$ cat config.mk
export PLATFORM = sky130hd
export DESIGN_NAME = evt_frame_gen
export DESIGN_NICKNAME = d
export VERILOG_FILES = /design/src/rtl/evt_frame_gen.sv
export SDC_FILE = /design/constraint.sdc
export NUM_CORES = 1
export LEC_CHECK = 0
export ABC_AREA = 1
export BUFFER_PORTS_ARGS = -buffer_cell sky130_fd_sc_hd__buf_2
export CORE_ASPECT_RATIO = 1.2
export CORE_UTILIZATION = 55
export CTS_CLUSTER_SIZE = 20
export DETAILED_ROUTE_END_ITERATION = 10
export PLACE_DENSITY = 0.84
export SETUP_SLACK_MARGIN = 0.4
export SLEW_MARGIN = 10
export SYNTH_ARGS = -nofsm -noshare
export SYNTH_HDL_FRONTEND = slang
export SYNTH_SLANG_ARGS = --single-unit
$ cat constraint.sdc
create_clock -name clk -period 4.6 [get_ports clk]
set_clock_uncertainty 0.1 [all_clocks]
set_input_delay 1.38 -clock clk [delete_from_list [all_inputs] [get_ports clk]]
set_output_delay 1.38 -clock clk [all_outputs]
set_load 0.01 [all_outputs]
$ cat src/rtl/evt_frame_gen.sv
// rtl/evt_frame_gen.sv - event-frame transmitter: header, pattern data, footer, idle gap
module evt_frame_gen #(
    parameter int N_DATA  = 1024,
    parameter int GROUP   = 16,
    parameter int GAP_MIN = 4
) (
    input  logic        clk,
    input  logic        rst,
    input  logic        start,
    input  logic        inject_err,
    input  logic [4:0]  icrate,
    input  logic [4:0]  islot,
    input  logic [9:0]  ispill,
    input  logic [15:0] ievt,
    input  logic [28:0] timestamp,
    input  logic [15:0] cbit,
    input  logic [13:0] seed,
    output logic [15:0] odata,
    output logic        busy,
    output logic        done,
    output logic [31:0] cnt_frame
);

    // One spare bit beyond clog2 so N_DATA itself is representable
    localparam int WW = $clog2(N_DATA) + 1;
    localparam int GW = (GROUP > 1) ? $clog2(GROUP) : 1;

    localparam logic [WW-1:0] HDR_LAST  = WW'(5);
    localparam logic [WW-1:0] DATA_LAST = WW'(N_DATA - 1);
    localparam logic [WW-1:0] ERR_IDX   = WW'(N_DATA / 2);
    localparam logic [WW-1:0] GAP_LAST  = WW'(GAP_MIN - 1);
    localparam logic [GW-1:0] GRP_LAST  = GW'(GROUP - 1);

    localparam logic [2:0] S_IDLE = 3'd0;
    localparam logic [2:0] S_HDR  = 3'd1;
    localparam logic [2:0] S_DATA = 3'd2;
    localparam logic [2:0] S_FTR  = 3'd3;
    localparam logic [2:0] S_GAP  = 3'd4;

    logic [2:0]    state;
    logic [WW-1:0] wcnt;
    logic [GW-1:0] grp;
    logic [13:0]   pay;
    logic          inj_q;
    logic [4:0]    crate_q;
    logic [4:0]    slot_q;
    logic [9:0]    spill_q;
    logic [15:0]   evt_q;
    logic [28:0]   ts_q;
    logic [15:0]   cbit_q;

    logic [15:0]   hdr_word;
    logic [13:0]   err_mask;

    // Header word selected by position within the header, built from latched fields
    always_comb begin
        hdr_word = 16'h0000;
        case (wcnt[2:0])
            3'd0:    hdr_word = {2'b11, spill_q[3:0], slot_q, crate_q};
            3'd1:    hdr_word = {2'b11, evt_q[7:0], spill_q[9:4]};
            3'd2:    hdr_word = {2'b11, ts_q[5:0], evt_q[15:8]};
            3'd3:    hdr_word = {2'b11, ts_q[19:6]};
            3'd4:    hdr_word = {2'b11, cbit_q[4:0], ts_q[28:20]};
            3'd5:    hdr_word = {2'b11, 3'b000, cbit_q[15:5]};
            default: hdr_word = 16'h0000;
        endcase
    end

    // Single-bit corruption of the middle data word when requested
    always_comb begin
        err_mask = 14'h0000;
        if (inj_q && (wcnt == ERR_IDX))
            err_mask = 14'h0001;
    end

    // Frame sequencer; every output is registered so inputs never reach odata combinationally
    always_ff @(posedge clk) begin
        if (rst) begin
            state     <= S_IDLE;
            wcnt      <= '0;
            grp       <= '0;
            pay       <= 14'h0000;
            inj_q     <= 1'b0;
            crate_q   <= 5'h00;
            slot_q    <= 5'h00;
            spill_q   <= 10'h000;
            evt_q     <= 16'h0000;
            ts_q      <= 29'h0;
            cbit_q    <= 16'h0000;
            odata     <= 16'h0000;
            busy      <= 1'b0;
            done      <= 1'b0;
            cnt_frame <= 32'h0;
        end else begin
            done <= 1'b0;
            case (state)
                S_IDLE: begin
                    odata <= 16'h0000;
                    busy  <= 1'b0;
                    if (start) begin
                        crate_q <= icrate;
                        slot_q  <= islot;
                        spill_q <= ispill;
                        evt_q   <= ievt;
                        ts_q    <= timestamp;
                        cbit_q  <= cbit;
                        inj_q   <= inject_err;
                        pay     <= seed;
                        grp     <= '0;
                        wcnt    <= '0;
                        state   <= S_HDR;
                    end
                end
                S_HDR: begin
                    odata <= hdr_word;
                    busy  <= 1'b1;
                    if (wcnt == HDR_LAST) begin
                        wcnt  <= '0;
                        state <= S_DATA;
                    end else begin
                        wcnt <= wcnt + 1'b1;
                    end
                end
                S_DATA: begin
                    odata <= {2'b10, pay ^ err_mask};
                    if (grp == GRP_LAST) begin
                        grp <= '0;
                        pay <= pay + 14'h0001;
                    end else begin
                        grp <= grp + 1'b1;
                    end
                    if (wcnt == DATA_LAST) begin
                        wcnt  <= '0;
                        state <= S_FTR;
                    end else begin
                        wcnt <= wcnt + 1'b1;
                    end
                end
                S_FTR: begin
                    odata     <= {2'b01, evt_q[13:0]};
                    done      <= 1'b1;
                    cnt_frame <= cnt_frame + 32'h1;
                    wcnt      <= '0;
                    state     <= S_GAP;
                end
                S_GAP: begin
                    odata <= 16'h0000;
                    if (wcnt == GAP_LAST) begin
                        wcnt  <= '0;
                        state <= S_IDLE;
                    end else begin
                        wcnt <= wcnt + 1'b1;
                    end
                end
                default: begin
                    odata <= 16'h0000;
                    busy  <= 1'b0;
                    wcnt  <= '0;
                    state <= S_IDLE;
                end
            endcase
        end
    end

endmodule

* Word level (Yosys, flattened, before mapping) *
Cells that the tools add are included.
W data, S select, Z words.

cells by class
  $add $sub $neg = 4
  eq/ne operators = 19
  mux-type cells = 21
  bitwise logic cells = 1
  reductions and logical operators = 9

operators by type and width
  cell                     number
  $pmux W16 S6             1
  $pmux W16 S3             1
  $mux W11                 4
  $pmux W11 S4             1
  $add A32 B1 Y32 const B  1
  $mux W14                 2
  $pmux W14 S2             1
  $eq A11 B10 Y1 const B   2
  $pmux W3 S5              1
  $add A14 B1 Y14 const B  1
  $xor A14 B14 Y14         1
  $eq A3 B2 Y1 const B     4
  $mux W3                  4
  $add A11 B1 Y11 const B  1
  $eq A11 B2 Y1 const B    1
  $eq A11 B3 Y1 const B    1
  $ne A2 B2 Y1 const B     5
  $eq A3 B3 Y1 const B     3
  $mux W4                  2
  $pmux W4 S2              1
  $eq A3 B1 Y1 const B     2
  $logic_not A3 Y1         2
  $add A4 B1 Y4 const B    1
  $eq A4 B4 Y1 const B     1
  8 further kinds          10

storage, ports and cells
  register bits after elaboration = 164
  output and inout bits = 50
  logic and storage cells = 69

* Logic depth before layout (Yosys ltp) *
Gate-level depths: netlist (run 1).

  depth after elaboration = 5
  depth in mapped cells = 10

* Least setup slack after synthesis (run 1) *
Ideal clock, no wire load.

  path type = input -> register
  start = in rst
  end = reg pay[11]
  library setup time = 64 ps
  arrival time = 2246 ps
  path slack = 2190 ps
  stages = 6
  buffers on the path = 3
  path through = clkbuf_1 -> inv_1 -> buf_2 -> clkbuf_1 -> o21ai_0 -> nor2_1

RTL lines
  element                 RTL line  text
  start: declaration      8         input logic rst,
  end signal: assignment  128       pay <= pay + 14'h0001;
  end: declaration        43        logic [13:0] pay;

* Worst setup path after layout (run 1) *
  start = in start
  end = reg cbit_q[2]

on the way
  longest elaborated chain between the ends = 1

ends and longest elaborated chain
  element                             RTL line  text
  start: declaration                  9         input logic start,
  $reduce_and A2 Y1 (no source line)  --
  end signal: assignment              106       cbit_q <= cbit;
  end: declaration                    50        logic [15:0] cbit_q;

No other way between the ends.
A chain may end at the register's enable or synchronous reset.

==> metrics.md, run 1 <==
| Metric | Value |
|---|---|
| Result of the run | complete, but fails checks |
| Violated checks | DRC |
| Vias in the first global route | 7,613 |
| Row count | 47 |
| Initial drt markers | 790 |
| Total non-filler cell area in the finished layout | around 9200 um^2 |
| End point of the critical path | cbit_q[2] |
| Hold violation count in the final report | 0 |
| Cell count after synthesis | 1,156 |
| Final max-slew violation count | 0 |
| Maximum clock frequency | roughly 0.33 GHz |
| Initial cell density of the core | 0.567 |
| Layout Nets | between 1,000 and 1,500 |
| Post-synthesis instance area | 7910 um^2 |
| Unrepaired setup endpoints after global routing | false |
| Share of the yosys chip area belonging to registers | 0.415 |
| WL/cell | 15.0 um |
| Post-CTS setup buffer count | 0 |
| Final critical-path required period | 3000 ps |
| Number of antenna violations at the first check in global routing | 1 |
| Part of the total power dissipated in combinational logic | 0.283 |
| Fraction of layout cells with a size suffix above 1 | 0.167 |
| Vias per inst | 5.56 |
| Reg-to-reg startpoint | state[0] |
| Accumulated negative setup slack | 0 ps |
| Total number of vias | 8,123 |
| First-pass GRT wire length | 35.8 mm |
| Clock-pin slew of the registers on the worst-case setup and hold paths | 60 ps |
| Post-cts resize count | 0 |
| Share of async-settable or async-resettable flops after synthesis | 0 |
| Number of hold buffers added after CTS | 0 |
| Number of nets in the synthesized netlist | 1,263 |
| Final setup violation count | 0 |
| Maximum clock insertion buffer count | 2 |
| Overall die area | between 10,000 and 15,000 um^2 |
| Remaining antenna violation count after routing | 0 |
| Top Ports | 149 |
| Area inside the core boundary | 13,900 um^2 |
| CP endpoint kind | flip-flop |
| Slew of the pin with the lowest slew margin | 1090 ps |
| Worst VDD drop | 0.000262 V |
| TritonCTS Buffers | 17 |
| Avg Cell Area, Syn | slightly below 7 um^2 |
| Placement Cell Area | 8620 um^2 |
| Library cell used as clock root buffer | clkbuf_16 |
| Half-perimeter wire length after detailed placement | 15.3 mm |
| Path class of the lowest-slack min-delay path | flip-flop to flip-flop |
| Largest net degree at the start of global routing | around 130 |
| Crit Path Category | input pin to flip-flop |
| Worst Setup Start Kind | input pin |
| Number of synthesized flops with an enable pin | 0 |
| Flip-flop and latch count after synthesis | 164 |
| Synth-to-layout area growth | 16.1% |
| NetSw | 0.00168 W |
| Share of the cycle needed by the critical path after routing | 0.651 |
| Proportion of total power due to net switching | 0.368 |
| End of the worst register-to-register path | cbit_q[2] |
| Share of total power in the clock network | 0.297 |
| Synth warn | 0 |
| Top FF cell, synth | dfxtp_1 |
| Global Route Usage Sum | 0.301 |
| Clock network latency to the later pin of the worst-skew pair | ~430 ps |
| Cell internal pwr | 0.00289 W |
| Number of unique standard cell types used by synthesis | 36 |
| Routability cong. | just over 0.9 |
| Util after Layout | 0.659 |
| Count of unresolved DRC violations after routing | 10 |
| Clock tree from TritonCTS | yes |
| Number of I/O port buffers | 148 |
| Overall routed net length | 21.9 mm |
| Leakage | 3.92 nW |
| CTS Sinks | 164 |
| Relative contribution of sequential cells to total power | 0.420 |
| Maximum capacitance violations | 0 |
| CP startpoint | start |
| Worst reg2reg setup slack | 2080 ps |
| Height of the chip | 133 um |
| Data arrival time at the worst-slack endpoint | 3240 ps |
| Max-slew headroom at the worst pin | 0.276 |
| R2R cell count | 8 |
| Maximum fanout along the worst path | 130 |
| Number of H-tree levels | 4 |
| Floorplan die width | 111 um |
| Global-route congestion overflow total | 0 |
| Iteration count of the initial detailed-routing pass | 8 |
| Power per cell area | 499 nW/um^2 |
| WP data required | 4850 ps |
per-stage QoR:
step                      cells  total power (W)  worst slack [ps]  hold WS, ps
after global placement     1429          0.00317              1310          335
after detailed placement   1429          0.00321              1250          339
after floorplan            1156          0.00292              2190          325
after CTS                  1461          0.00457              1650          356
final                      1462          0.00458              1600          355
after global routing       1462          0.00484              1370          372
flip-flops by register name, summed over array words and instances (netlist names):
| name | count |
|---|---|
| inj_q | 1 |
| busy | 1 |
| slot_q | 5 |
| crate_q | 5 |
| spill_q | 10 |
| grp | 4 |
| ts_q | 29 |
| evt_q | 16 |
| wcnt | 11 |
| done | 1 |
| cbit_q | 16 |
| cnt_frame | 32 |
| pay | 14 |
| state | 3 |
| odata | 16 |
critical path, cell delays in order:
cell and delay, ps:
buf_2 90, inv_1 110, nor2_4 50, buf_4 230, clkinv_2 110, buf_4 830
o21ai_0 210, a21oi_1 180
cells in the mapped netlist (2+ instances only):
library cell / n / share of area
xor2_1: 4 / 0.0044
dfxtp_1: 164 / 0.42
buf_6: 10 / 0.014
nand2_2: 5 / 0.0040
a21oi_1: 109 / 0.069
nand3_1: 54 / 0.034
buf_4: 5 / 0.0047
o21ai_0: 123 / 0.078
ha_1: 8 / 0.013
nand2_1: 219 / 0.10
nor2_1: 189 / 0.090
clkbuf_1: 25 / 0.012
a22oi_1: 5 / 0.0047
buf_2: 9 / 0.0057
nor3b_1: 3 / 0.0028
buf_1: 2 / 0.00095
inv_2: 4 / 0.0019
nand4_1: 10 / 0.0079
a31oi_1: 8 / 0.0063
inv_1: 130 / 0.062
nor2_4: 7 / 0.010
nand4_4: 2 / 0.0054
nand3b_1: 4 / 0.0038
o22ai_1: 23 / 0.018
o21ai_1: 7 / 0.0044
nor2_2: 5 / 0.0040
nor3_1: 13 / 0.0082
power groups by stage:
| stage | combinational, W | clock (W) | sequential, W |
|---|---|---|---|
| 6_report | 0.00130 | 0.00136 | 0.00192 |
| 5_1_grt | 0.00146 | 0.00143 | 0.00195 |
| 4_1_cts | 0.00128 | 0.00137 | 0.00192 |
| 3_5_place_dp | 0.00127 | 0 | 0.00194 |
| 3_3_place_gp | 0.00123 | 0 | 0.00193 |
| 2_1_floorplan | 0.00102 | 0 | 0.00191 |
cell families after synthesis:
group | after synthesis | share of synthesized area
AND/OR/NAND/NOR | 515 | 0.280
XOR/XNOR | 5 | 0.00554
AO/OA/AOI/OAI | 279 | 0.186
buffers and inverters | 185 | 0.101
flip-flops | 164 | 0.415
adder cells (fa/ha/maj) | 8 | 0.0127
worst min path at each step:
stage	slack, ps	endpoint	depth (start not counted)	start
2_1_floorplan	320	crate_q[0]	2	crate_q[0]
3_3_place_gp	340	crate_q[0]	2	crate_q[0]
3_5_place_dp	340	crate_q[0]	2	crate_q[0]
4_1_cts	360	ts_q[24]	2	ts_q[24]
5_1_grt	370	crate_q[0]	2	crate_q[0]
6_report	350	cbit_q[6]	2	cbit_q[6]
layout by cell type (no fill, tap or decap), types with 8 or more instances in the layout:
cell type  instances
inv_1            129
nor3_1            13
ha_1               8
a31oi_1            8
nor2_1           189
nand2_1          219
nand3_1           54
a21oi_1          109
buf_2            148
nand4_1           10
o22ai_1           23
clkbuf_16         17
dfxtp_1          164
o21ai_0          123
layout make-up:
type / instances / area [um^2]
Sequential cell: 164 / 3280
Timing Repair Buffer: 153 / 791
Antenna cell: 1 / 2.50
Clock inverter: 14 / 125
Tap cell: 171 / 214
Clock buffer: 18 / 439
Multi-Input combinational cell: 807 / 3820
Fill cell: 1226 / 4750
Inverter: 134 / 504
per-layer routing:
metal  global-route usage  share of wire
met3               0.0478          0.067
met5                    0              0
met2                0.518           0.48
met1                0.362           0.41
met4                0.160          0.042
No activity file was read; power rests on OpenSTA's default activity.
==> inputs of run 2 (changes only) <==
- CORE_UTILIZATION: 55 -> 50
- PLACE_DENSITY: 0.84 -> 0.81
- clock period: 4.6 -> 2.45 ns (I/O delays scaled with it)
==> metrics.md, run 2 (synthesis results as in run 1) <==
| Metric | Value |
|---|---|
| R2R cell count | 8 (unchanged) |
| Half-perimeter wire length after detailed placement | 16.8 mm (+9.8%) |
| Layout Nets | 1,394 (+0.72%) |
| Share of the cycle needed by the critical path after routing | 0.792 |
| Power per cell area | 968 nW/um^2 (+94%) |
| Number of I/O port buffers | 148 (unchanged) |
| Final max-slew violation count | 0 (unchanged) |
| Cell with the largest stage delay on the worst path | dfxtp_1 |
| Hold violation count in the final report | 0 (unchanged) |
| Critical path's top delay family | simple AND/OR/NAND/NOR gates |
| Maximum clock frequency | 0.515 GHz |
| Largest net degree at the start of global routing | 66 (-50%) |
| Buffering stage count on the worst path with inverters included | 1 (-4) |
| Util after Layout | 0.607 (-0.0519) |
| Critical Path, Cell by Cell | inv_1 > ha_1 > nand2_1 > o22ai_1 > nor2_1 > nand3_1 > nand2_1 > a21oi_1 |
| Synth-to-layout area growth | 19.1% |
| Crit Path Category | flip-flop to flip-flop |
| Global-route congestion overflow total | 0 (unchanged) |
| Cell depth of the worst setup path | 8 (unchanged) |
| WL/cell | 15.1 um (+0.94%) |
| Number of antenna violations at the first check in global routing | 1 (unchanged) |
| Final critical-path required period | 1940 ps |
| Fraction of layout cells with a size suffix above 1 | 0.176 (+0.00949) |
| CP startpoint | wcnt[0] |
| Initial cell density of the core | 0.510 (-0.0577) |
| TritonCTS Buffers | 17 (unchanged) |
| Most repeated library cell on the critical path | nand2_1 |
| Commonest non-fill, non-tap cells in the layout | 218 x nand2_1, 189 x nor2_1, 161 x dfxtp_1 |
| Maximum clock insertion buffer count | 2 (unchanged) |
| Vias per inst | 5.39 (-3.0%) |
| Antenna diode count | 0 (-1) |
| Overall routed net length | 22.8 mm (+4.1%) |
| First-pass GRT wire length | 36.1 mm (+1.1%) |
| Floorplan die width | 117 um (+4.8%) |
| Accumulated negative setup slack | 0 ps (unchanged) |
| Worst reg2reg setup slack | 510 ps (-1570 ps) |
| Maximum cell stage delay along the critical path | 380 ps (-450 ps) |
| Initial drt markers | 740 (-6.3%) |
| Final setup violation count | 0 (unchanged) |
| WP data required | 2660 ps (-2190 ps) |
| CP endpoint kind | flip-flop |
| Row count | 50 (+6.4%) |
| Clock network latency to the later pin of the worst-skew pair | 440 ps (about the same) |
| End of the worst register-to-register path | odata[7] |
| Result of the run | finished clean |
| Top Ports | 149 (unchanged) |
| Count of unresolved DRC violations after routing | 0 (-10) |
| Height of the chip | 140 um (+4.8%) |
| Max-slew headroom at the worst pin | 0.672 (+0.396) |
| Global Route Usage Sum | 0.286 (-0.0149) |
| Worst hold slack after final layout | 361 ps (+6.28 ps) |
| Placement Cell Area | 8770 um^2 (+1.8%) |
| Maximum fanout along the worst path | 13 (-90%) |
| Maximum capacitance violations | 0 (unchanged) |
| Worst VDD drop | 0.000537 V (+110%) |
| Area inside the core boundary | 15,500 um^2 (+11%) |
| Remaining antenna violation count after routing | 0 (unchanged) |
| Unrepaired setup endpoints after global routing | false |
| Path class of the lowest-slack min-delay path | flip-flop to flip-flop |
| Reg-to-reg startpoint | wcnt[0] |
| Leakage | 4.02 nW (+2.4%) |
| CTS Sinks | 164 (unchanged) |
| Clock tree from TritonCTS | yes |
| Clock-pin slew of the registers on the worst-case setup and hold paths | 60 ps (about the same) |
| Total non-filler cell area in the finished layout | 9420 um^2 (+2.5%) |
| Number of H-tree levels | 4 (unchanged) |
| Worst Setup Start Kind | flip-flop |
| Routability cong. | 0.968 (+6.0%) |
| Iteration count of the initial detailed-routing pass | 5 (-3) |
| Slew of the pin with the lowest slew margin | 493 ps (-594 ps) |
| Register name with the most flops | cnt_frame |
| Overall die area | 16,300 um^2 (+9.8%) |
| Vias in the first global route | 7,417 (-2.6%) |
| Largest registers | cnt_frame: 32 flops, ts_q: 29 flops |
| Max reg flops | 32 (unchanged) |
| Total number of vias | 8,126 (+0.037%) |
| Library cell used as clock root buffer | clkbuf_16 |
| Leading cell type in the layout, fill and taps excluded | nand2_1 |
| End point of the critical path | odata[7] |
| Data arrival time at the worst-slack endpoint | 2150 ps (-1090 ps) |
==> run 2: cell types whose count changed in the layout (fill, tap and decap cells not counted), sizes merged <==
cell	change
buf	+10
bufinv	+3
clkbuf	+1
clkinv	-3
clkinvlp	-1
diode	-1
==> run 2: worst min-delay path by stage <==
stage / from / end / slack, ps / cells after the start
floorplan: crate_q[0] / crate_q[0] / 320 / 2
global placement: ts_q[12] / ts_q[12] / 340 / 2
detailed placement: crate_q[0] / crate_q[0] / 350 / 2
CTS: crate_q[0] / crate_q[0] / 360 / 2
global route: ts_q[13] / ts_q[13] / 370 / 2
finish: crate_q[0] / crate_q[0] / 360 / 2
==> run 2: where the power goes <==
part / switching, W / internal (W)
Sequential: 0.000393 / 0.00327
Clock: 0.00114 / 0.00175
Combinational: 0.00173 / 0.000836
==> run 2: worst register-to-register path: stages (launching register included) <==
cell and delay [ps]:
dfxtp_1 380, inv_1 130, ha_1 230, nand2_1 380, o22ai_1 150, nor2_1 200, nand3_1 100, nand2_1 70
a21oi_1 50
==> run 2: final cells by class <==
| cell class | instances | area (um^2) |
|---|---|---|
| Clock inverter | 13 | 193 |
| Multi-Input combinational cell | 807 | 3830 |
| Tap cell | 208 | 260 |
| Timing Repair Buffer | 163 | 903 |
| Clock buffer | 19 | 443 |
| Fill cell | 1431 | 6100 |
| Inverter | 134 | 504 |
| Sequential cell | 164 | 3290 |
==> run 2: metrics by stage <==
step | instances | total power [W] | setup WS (ps)
3_5_place_dp | 1476 | 0.00621 | 443
4_1_cts | 1508 | 0.00909 | 455
6_report | 1508 | 0.00912 | 509
3_3_place_gp | 1476 | 0.00615 | 479
5_1_grt | 1508 | 0.00959 | 413
2_1_floorplan | 1156 | 0.00549 | 685
==> run 2: routing by layer <==
metal | vias to the layer above | share of wire | global-route usage | wire [um]
met5 | - | 0.00057 | 0 | 13
met1 | 3689 | 0.41 | 0.357 | 9370
met4 | 2 | 0.038 | 0.147 | 875
met2 | 347 | 0.47 | 0.462 | 10800
met3 | 57 | 0.076 | 0.0592 | 1740
li1 | 4031 | - | - | -
==> run 2: repair_timing <==
item	4_1_cts	5_1_grt
hold buffers	0	0
gates resized for setup	0	5
setup endpoints to repair	0	18
setup buffers	0	0
